$ cat src/rtl/cnn_if_pkg.sv
// Shared constants and types for the CNN frame driver.
// Holds the frame geometry, the driver state encoding and the timeout result word.
package cnn_if_pkg;

  localparam int unsigned PIX_W       = 8;
  localparam int unsigned N_PIX       = 144;
  localparam int unsigned IMG_W       = PIX_W * N_PIX;
  localparam int unsigned PRED_W      = 32;
  localparam int unsigned TIMEOUT_CYC = 4096;
  localparam int unsigned CNT_W       = $clog2(N_PIX);

  typedef enum logic [1:0] {
    LOAD  = 2'd0,
    START = 2'd1,
    WAIT  = 2'd2,
    OUT   = 2'd3
  } state_e;

  localparam logic [PRED_W-1:0] PRED_TIMEOUT = '1;

endpackage

$ cat src/rtl/cnn_img_packer.sv
// Packs accepted pixel beats into the flat image register, pixel 0 at the LSBs.
// Frames are delimited by beat count; a disagreeing s_last only raises err_frame.
module cnn_img_packer
  import cnn_if_pkg::*;
(
  input  logic             clk,
  input  logic             rst,
  input  logic             accept_i,
  input  logic [PIX_W-1:0] s_data_i,
  input  logic             s_last_i,
  output logic [IMG_W-1:0] img_o,
  output logic             last_beat_c,
  output logic             err_frame_o
);

  logic [CNT_W-1:0] cnt_q, cnt_d;
  logic [IMG_W-1:0] img_q, img_d;
  logic             err_q, err_d;
  logic             is_last;

  assign is_last     = (cnt_q == CNT_W'(N_PIX - 1));
  assign last_beat_c = accept_i && is_last;

  always_comb begin
    cnt_d = cnt_q;
    img_d = img_q;
    err_d = 1'b0;
    if (accept_i) begin
      cnt_d = is_last ? '0 : cnt_q + CNT_W'(1);
      err_d = (s_last_i != is_last);
      for (int unsigned i = 0; i < N_PIX; i++) begin
        if (cnt_q == CNT_W'(i)) img_d[i*PIX_W +: PIX_W] = s_data_i;
      end
    end
  end

  always_ff @(posedge clk or posedge rst) begin
    if (rst) begin
      cnt_q <= '0;
      img_q <= '0;
      err_q <= 1'b0;
    end else begin
      cnt_q <= cnt_d;
      img_q <= img_d;
      err_q <= err_d;
    end
  end

  assign img_o       = img_q;
  assign err_frame_o = err_q;

endmodule

$ cat src/rtl/cnn_frame_driver.sv
// Host-side initiator for the CNN pipeline: loads a frame, strobes start,
// waits (bounded) for done, and hands the captured prediction to the sink.
module cnn_frame_driver #(
  parameter int unsigned TIMEOUT_CYC = cnn_if_pkg::TIMEOUT_CYC
) (
  input  logic                          clk,
  input  logic                          rst,
  input  logic                          s_valid,
  output logic                          s_ready,
  input  logic [cnn_if_pkg::PIX_W-1:0]  s_data,
  input  logic                          s_last,
  output logic [cnn_if_pkg::IMG_W-1:0]  cnn_img,
  output logic                          cnn_valid,
  input  logic                          cnn_ready,
  input  logic [cnn_if_pkg::PRED_W-1:0] cnn_predict,
  output logic                          res_valid,
  input  logic                          res_ready,
  output logic [cnn_if_pkg::PRED_W-1:0] res_data,
  output logic                          err_frame,
  output logic                          err_timeout
);

  import cnn_if_pkg::*;

  localparam int unsigned WAIT_W = $clog2(TIMEOUT_CYC);

  state_e              state_q, state_d;
  logic [WAIT_W-1:0]   wait_q, wait_d;
  logic [PRED_W-1:0]   res_q, res_d;
  logic                s_ready_q, s_ready_d;
  logic                cnn_valid_q, cnn_valid_d;
  logic                res_valid_q, res_valid_d;
  logic                err_to_q, err_to_d;
  logic                accept;
  logic                last_beat;

  // s_ready_q is only ever high while in LOAD, so it alone qualifies a beat
  assign accept = s_valid && s_ready_q;

  cnn_img_packer u_packer (
    .clk         (clk),
    .rst         (rst),
    .accept_i    (accept),
    .s_data_i    (s_data),
    .s_last_i    (s_last),
    .img_o       (cnn_img),
    .last_beat_c (last_beat),
    .err_frame_o (err_frame)
  );

  always_comb begin
    state_d  = state_q;
    wait_d   = wait_q;
    res_d    = res_q;
    err_to_d = 1'b0;
    unique case (state_q)
      LOAD:  if (last_beat) state_d = START;
      START: begin
        state_d = WAIT;
        wait_d  = '0;
      end
      WAIT: begin
        wait_d = wait_q + WAIT_W'(1);
        // done on the final wait cycle still beats the timeout
        if (cnn_ready) begin
          res_d   = cnn_predict;
          state_d = OUT;
        end else if (wait_q == WAIT_W'(TIMEOUT_CYC - 2)) begin
          res_d    = PRED_TIMEOUT;
          err_to_d = 1'b1;
          state_d  = OUT;
        end
      end
      OUT:     if (res_valid_q && res_ready) state_d = LOAD;
      default: state_d = LOAD;
    endcase
    s_ready_d   = (state_d == LOAD);
    cnn_valid_d = (state_d == START);
    res_valid_d = (state_d == OUT);
  end

  always_ff @(posedge clk or posedge rst) begin
    if (rst) begin
      state_q     <= LOAD;
      wait_q      <= '0;
      res_q       <= '0;
      s_ready_q   <= 1'b0;
      cnn_valid_q <= 1'b0;
      res_valid_q <= 1'b0;
      err_to_q    <= 1'b0;
    end else begin
      state_q     <= state_d;
      wait_q      <= wait_d;
      res_q       <= res_d;
      s_ready_q   <= s_ready_d;
      cnn_valid_q <= cnn_valid_d;
      res_valid_q <= res_valid_d;
      err_to_q    <= err_to_d;
    end
  end

  assign s_ready     = s_ready_q;
  assign cnn_valid   = cnn_valid_q;
  assign res_valid   = res_valid_q;
  assign res_data    = res_q;
  assign err_timeout = err_to_q;

endmodule
$ cat config.mk
export PLATFORM = sky130hd
export DESIGN_NAME = cnn_frame_driver
export DESIGN_NICKNAME = d
export VERILOG_FILES = /design/src/rtl/cnn_if_pkg.sv /design/src/rtl/cnn_img_packer.sv /design/src/rtl/cnn_frame_driver.sv
export SDC_FILE = /design/constraint.sdc
export NUM_CORES = 2
export LEC_CHECK = 0
export CORE_AREA = 2 2 486 488
export CTS_BUF_LIST = sky130_fd_sc_hd__clkbuf_8
export DETAILED_ROUTE_END_ITERATION = 8
export DIE_AREA = 0 0 488 490
export GPL_TIMING_DRIVEN = 0
export PLACE_DENSITY = 0.37
export SETUP_SLACK_MARGIN = 0.5
export SLEW_MARGIN = 40
export SYNTH_ARGS = -nofsm -noshare
export SYNTH_HDL_FRONTEND = slang
export SYNTH_HIERARCHICAL = 1
export SYNTH_SLANG_ARGS = --single-unit
$ cat constraint.sdc
create_clock -name clk -period 37.9 [get_ports clk]
set_input_delay 7.58 -clock clk [delete_from_list [all_inputs] [get_ports clk]]
set_output_delay 7.58 -clock clk [all_outputs]
set_load 0.01 [all_outputs]
; Yosys cells after proc, flatten, opt, wreduce, memory -nomap -nowiden
; Index checks and enable logic that the tools add are counted.
[op_classes]
add_sub_neg = 2
multipliers = 0
div = 0
n_lt_le_gt_ge = 0
eq_ne = 150
shift = 0
muxes = 13
bitwise_logic = 0
reduce_logical = 153
[op_table]
columns = operator, n
row1 = "8-bit by 7-bit equality test with 1-bit output, second input constant", 64
row2 = 2-bit AND reduction, 145
row3 = "8-bit by 6-bit equality test with 1-bit output, second input constant", 32
row4 = "8-bit by 5-bit equality test with 1-bit output, second input constant", 16
row5 = "8-bit equality test, second input constant", 16
row6 = "8-bit by 4-bit equality test with 1-bit output, second input constant", 8
row7 = 32-bit two-way mux, 2
row8 = "8-bit by 3-bit equality test with 1-bit output, second input constant", 4
row9 = 12-bit case mux with 2 select lines, 1
row10 = "8-bit by 2-bit equality test with 1-bit output, second input constant", 2
row11 = "12-bit by 1-bit adder with 12-bit output, second input constant", 1
row12 = "12-bit equality test, second input constant", 1
row13 = "8-bit by 1-bit adder with 8-bit output, second input constant", 1
row14 = "8-bit by 1-bit equality test with 1-bit output, second input constant", 1
row15 = 8-bit logical NOT, 1
row16 = 2-bit two-way mux, 4
row17 = 8-bit two-way mux, 1
row18 = 2-bit case mux with 4 select lines, 1
row19 = "2-bit equality test, second input constant", 3
row20 = "2-bit by 1-bit equality test with 1-bit output, second input constant", 2
row21 = 2-bit logical NOT, 2
row22 = 1-bit two-way mux, 4
row23 = 2-bit nonzero test, 2
row24 = 1-bit logical AND, 3
row25 = 1-bit != test, 1
[word_totals]
reg_bits = 1211
latchBits = 0
ramBits = 0
rom_bits = 0
inputBits = 46
out_inout_bits = 1189
word_cells = 471
mem_count = 0

; Depth between registers and ports, before layout
[logic_depth]
depth_word = 5
mapped_depth = 8
ltp_nobuf = 7

; Cells and area by module
; The synthesis kept the hierarchy.
[by_module_without_submodules]
columns = mod, instances, cells_per_inst, area_each_um2, seq_area_each_um2
row1 = cnn_img_packer, 1, 2706, 44661.6, 29052.9
row2 = cnn_frame_driver, 1, 165, 2117.0, 1251.2

; Least setup slack after synthesis
; OpenSTA, ideal clock, no wires.
[synth_path]
path_kind = in2reg
from = input s_valid
to = register u_packer.img_q[424], in the netlist u_packer/img_o[424]
setup_time_ns = 0.125
arrival_time_ns = 9.097
required_time_ns = 37.775
setup_slack_ns = 28.679
stages = 7
path_buffers = 3
cell_sequence = and2_1 > buf_2 > buf_2 > nand4b_1 > buf_2 > nor2_1 > mux2_2
[synth_between]
elab_chain_len = 2
[synth_lines]
columns = item, line_no
row1 = "start, declared", cnn_frame_driver.sv:8  ; input logic s_valid,
row2 = 1-bit logical AND, cnn_frame_driver.sv:38  ; assign accept = s_valid && s_ready_q;
row3 = 2-bit AND reduction (no source line), --
row4 = "end signal, assigned", cnn_img_packer.sv:44  ; img_q <= img_d;
row5 = "end, declared", cnn_img_packer.sv:17  ; logic [IMG_W-1:0] img_q, img_d;
; Every way passes these cells.
; A chain may end at the register's enable or synchronous reset.

==> impl_metrics.json <==
{
  "worstPathArrival_ns": 11.05,
  "final_net_count": 4459,
  "gp_congestion": 0.7545,
  "cp_cell_sequence": "clkdlybuf4s50_1 > clkinvlp_4 > buf_12 > buf_16 > buf_16 > buf_16 > buf_12 > buf_16 > buf_12 > buf_12 > buf_16 > buf_12 > buf_16 > buf_12 > buf_16",
  "worst_r2r_endpoint": "u_packer/img_o[703]$_DFFE_PP0P_",
  "syn_inst": 2871,
  "rows": 178,
  "fmax_mhz": 101.2,
  "synth-simple-area-share_pct": 4.162,
  "synth_flop_cell": "dfrtp_1",
  "vias_per_cell": 3.990,
  "cp.required_ns": 39.07,
  "ys_seq_elements": 1211,
  "finalHoldViolCount": 0,
  "drc_errors": 0,
  "core_area_um2": 234100,
  "multi_input_area_um2": 15710,
  "yosys-top-cells-area": "dfrtp_1 65%, mux2_2 27%, clkbuf_1 1.2%",
  "die_h_um": 490,
  "clockPowerShare_pct": 41.0,
  "fin_crit_sh_pct": 26.07,
  "whs_endpoint": "u_packer/img_o[569]$_DFFE_PP0P_",
  "place_hpwl_um": 168000,
  "ys_warn_count": 6,
  "hp-start": "u_packer/img_o[569]$_DFFE_PP0P_",
  "die_area_um2": 239100,
  "post_synth.cell_area_avg_um2": 16.29,
  "holdBufCountCts": 0,
  "grt_use_total_pct": 18.35,
  "clock_latency_ns": 1.00,
  "yosysTopAreaCell": "dfrtp_1",
  "rsz0062_at_grt": "false",
  "synth_top_family_by_area": "multiplexers",
  "preCtsSetupSlack_ns": 26.93,
  "synth_xor_area_share_pct": 0.1498,
  "status": "completed",
  "clockBufferDepth": 3,
  "crit_top_cell": "buf_16",
  "cts-resized-gates": 0,
  "drv_cap": 0,
  "nFillCells": 23860,
  "combPwrFrac_pct": 15.7,
  "drive_above_1_share_pct": 39.17,
  "cts_tree": "yes",
  "cts_buffers": 230,
  "rrSetupSlack_ns": 34.80,
  "cts-root-buf": "clkbuf_8",
  "grt_max_degree": 37,
  "dr_total_vias": 30910,
  "syn-num-nets": 2926,
  "seq_area_frac_synth_pct": 64.78,
  "yosysUniqueCellTypes": 60,
  "tightest_slew_ns": 0.9257,
  "cp-end-kind": "asynchronous set/reset pin",
  "timing.slew.headroom_pct": 38.29,
  "synth_edf_count": 0,
  "slowest_delay_ns": 0.50,
  "yosys-top-cells-count": "1,211 x dfrtp_1, 1,140 x mux2_2, 145 x clkbuf_1, 55 x nor2_2, 42 x nand2_1",
  "areaGrowthSynthToFinish_pct": 49.13,
  "path_class": "input pin to asynchronous set/reset pin",
  "dieWidth_um": 488,
  "first_global_vias": 33130,
  "power.density_nw_per_um2": 47.18,
  "yosysTopAreaCellShare_pct": 64.78,
  "finalCriticalPeriod_ns": 9.882,
  "io_pins": 1235,
  "clkSlewWorstSetupHoldPaths_ns": 0.06,
  "skew_ns": 0.07739,
  "antenna_left": 0,
  "crit_family": "buffers and inverters",
  "grt_pass1_wl_um": 302800,
  "routed_wl_um": 223100,
  "cts.sinks": 1211,
  "internal_power_mw": 2.345,
  "min_path_type": "flop to flop",
  "async_reset_ff_share_pct": 100.0,
  "crit_buf_inv": 15,
  "final_max_slew_viol_count": 0,
  "holdPathStages": 1,
  "synth_area_um2": 46780,
  "fin_ws_ns": 28.02,
  "drtIter0Drc": 1089,
  "post_drt_wl_per_cell_um": 28.79,
  "r2r-start": "s_ready$_DFF_PP0_",
  "setup_viol": 0,
  "synthMuxAreaShare_pct": 27.75,
  "rr_worst_depth": 6,
  "cp_slowest_cell": "clkdlybuf4s50_1",
  "worstPathMaxFanout": 21,
  "start_util_pct": 19.98,
  "cts_max_level": 4,
  "cp-start-kind": "input pin",
  "swShare_pct": 28.74,
  "synthAdderAreaFrac_pct": 0.2407,
  "p_seq_share_pct": 43.3,
  "portBuffers": 1226,
  "globalRouteOverflowTotal": 0,
  "grt_antenna_before_repair": 25,
  "synth_most_common_cell": "dfrtp_1",
  "p_total_mw": 3.291,
  "firstDrtPassIters": 4,
  "setup_tns_ns": 0,
  "vdd_ir_drop_max_uv": 32.53,
  "seq_area_um2": 30300,
  "p_sw_mw": 0.9458,
  "postCtsSetupBuffers": 0,
  "synth_compound_area_share_pct": 1.081,
  "p_leak_nw": 32.59
}
==> registers in the layout, indices dropped and copies added, names as in the netlist <==
| signal | cells |
|---|---|
| res_data | 32 |
| res_valid | 1 |
| err_timeout | 1 |
| state_q | 2 |
| cnn_valid | 1 |
| u_packer/img_o | 1152 |
| wait_q | 12 |
| u_packer/err_frame_o | 1 |
| u_packer/cnt_q | 8 |
| s_ready | 1 |
==> how the worst max path moves through the flow <==
stage | startpoint | endpoint | slack (ns) | cells past startpoint
floorplan | rst | u_packer/cnt_q[0]$_DFFE_PP0P_ | 14.29 | 1
detailed placement | rst | u_packer/img_o[288]$_DFFE_PP0P_ | 26.93 | 15
global route | rst | u_packer/img_o[316]$_DFFE_PP0P_ | 27.83 | 15
global placement | rst | u_packer/img_o[469]$_DFFE_PP0P_ | 4.37 | 2
finish | rst | u_packer/img_o[316]$_DFFE_PP0P_ | 28.02 | 15
CTS | u_packer/img_o[61]$_DFFE_PP0P_ | cnn_img[61] | 27.93 | 1
==> cell type report <==
cell class	instances	share of cell area, %
inverters	11	0.06816
multi-input cells	1463	22.51
flip-flops and latches	1211	43.44
clock inverters	115	1.001
diodes	12	0.04305
plain buffers	186	1.300
clock buffers	298	5.879
well taps	3150	5.650
repair buffers	1301	20.11
==> metrics by stage <==
stage          cells  hold slack, ns  instance area (um2)  util [%]
2_1_floorplan   2871          0.4915                46780         -
3_3_place_gp    7247          0.4717                63000     26.91
3_5_place_dp    7322          0.4741                64920     27.74
4_1_cts         7735          0.4873                69720     29.79
5_1_grt         7738          0.4949                69740     29.79
6_report        7747          0.4832                69760     29.80
==> logic make-up after synthesis <==
family | after synthesis
AO/OA/AOI/OAI | 60
XOR/XNOR | 8
adder cells (fa/ha/maj) | 9
buffers and inverters | 197
flip-flops | 1211
multiplexers | 1153
AND/OR/NAND/NOR | 233
==> power groups by stage <==
stage                     Sequential, mW  Clock (mW)  Combinational, mW
after global routing                1.44        1.47              0.553
after CTS                           1.43        1.42              0.532
after floorplan                     1.48           0              0.171
after detailed placement            1.45           0              0.530
after global placement              1.45           0              0.505
final                               1.43        1.35              0.515
==> routing by layer <==
layer / wire length [um] / up-vias / track usage (%)
li1: - / 13310 / -
met1: 88980 / 16180 / 21.63
met2: 107200 / 1120 / 30.68
met3: 21430 / 297 / 7.533
met4: 5424 / 8 / 4.712
met5: 52 / - / 0
==> layout by cell type, fill, tap and decap left out, types with 5 or more instances in the layout <==
cell | synthesis | routed
buf_6 | 5 | 5
dfrtp_1 | 1211 | 1211
clkbuf_8 | 0 | 298
a21oi_1 | 5 | 5
buf_4 | 3 | 16
nand2_1 | 42 | 42
clkinv_2 | 0 | 22
buf_12 | 0 | 30
nor2_2 | 55 | 54
nand3_1 | 6 | 6
nor2_8 | 20 | 20
nor4bb_1 | 7 | 5
buf_2 | 27 | 17
nand4_1 | 8 | 8
nor2_1 | 10 | 9
clkbuf_1 | 145 | 100
diode_2 | 0 | 12
mux2_1 | 12 | 12
nand4b_1 | 8 | 8
ha_1 | 9 | 9
nand2_2 | 5 | 5
clkbuf_2 | 3 | 44
xor2_1 | 5 | 5
o21ai_0 | 9 | 9
buf_16 | 0 | 40
nor2_4 | 27 | 29
clkdlybuf4s50_1 | 0 | 1226
inv_1 | 11 | 85
mux2_2 | 1140 | 1140
o22a_2 | 29 | 29
(Power assumes the default switching activity.)
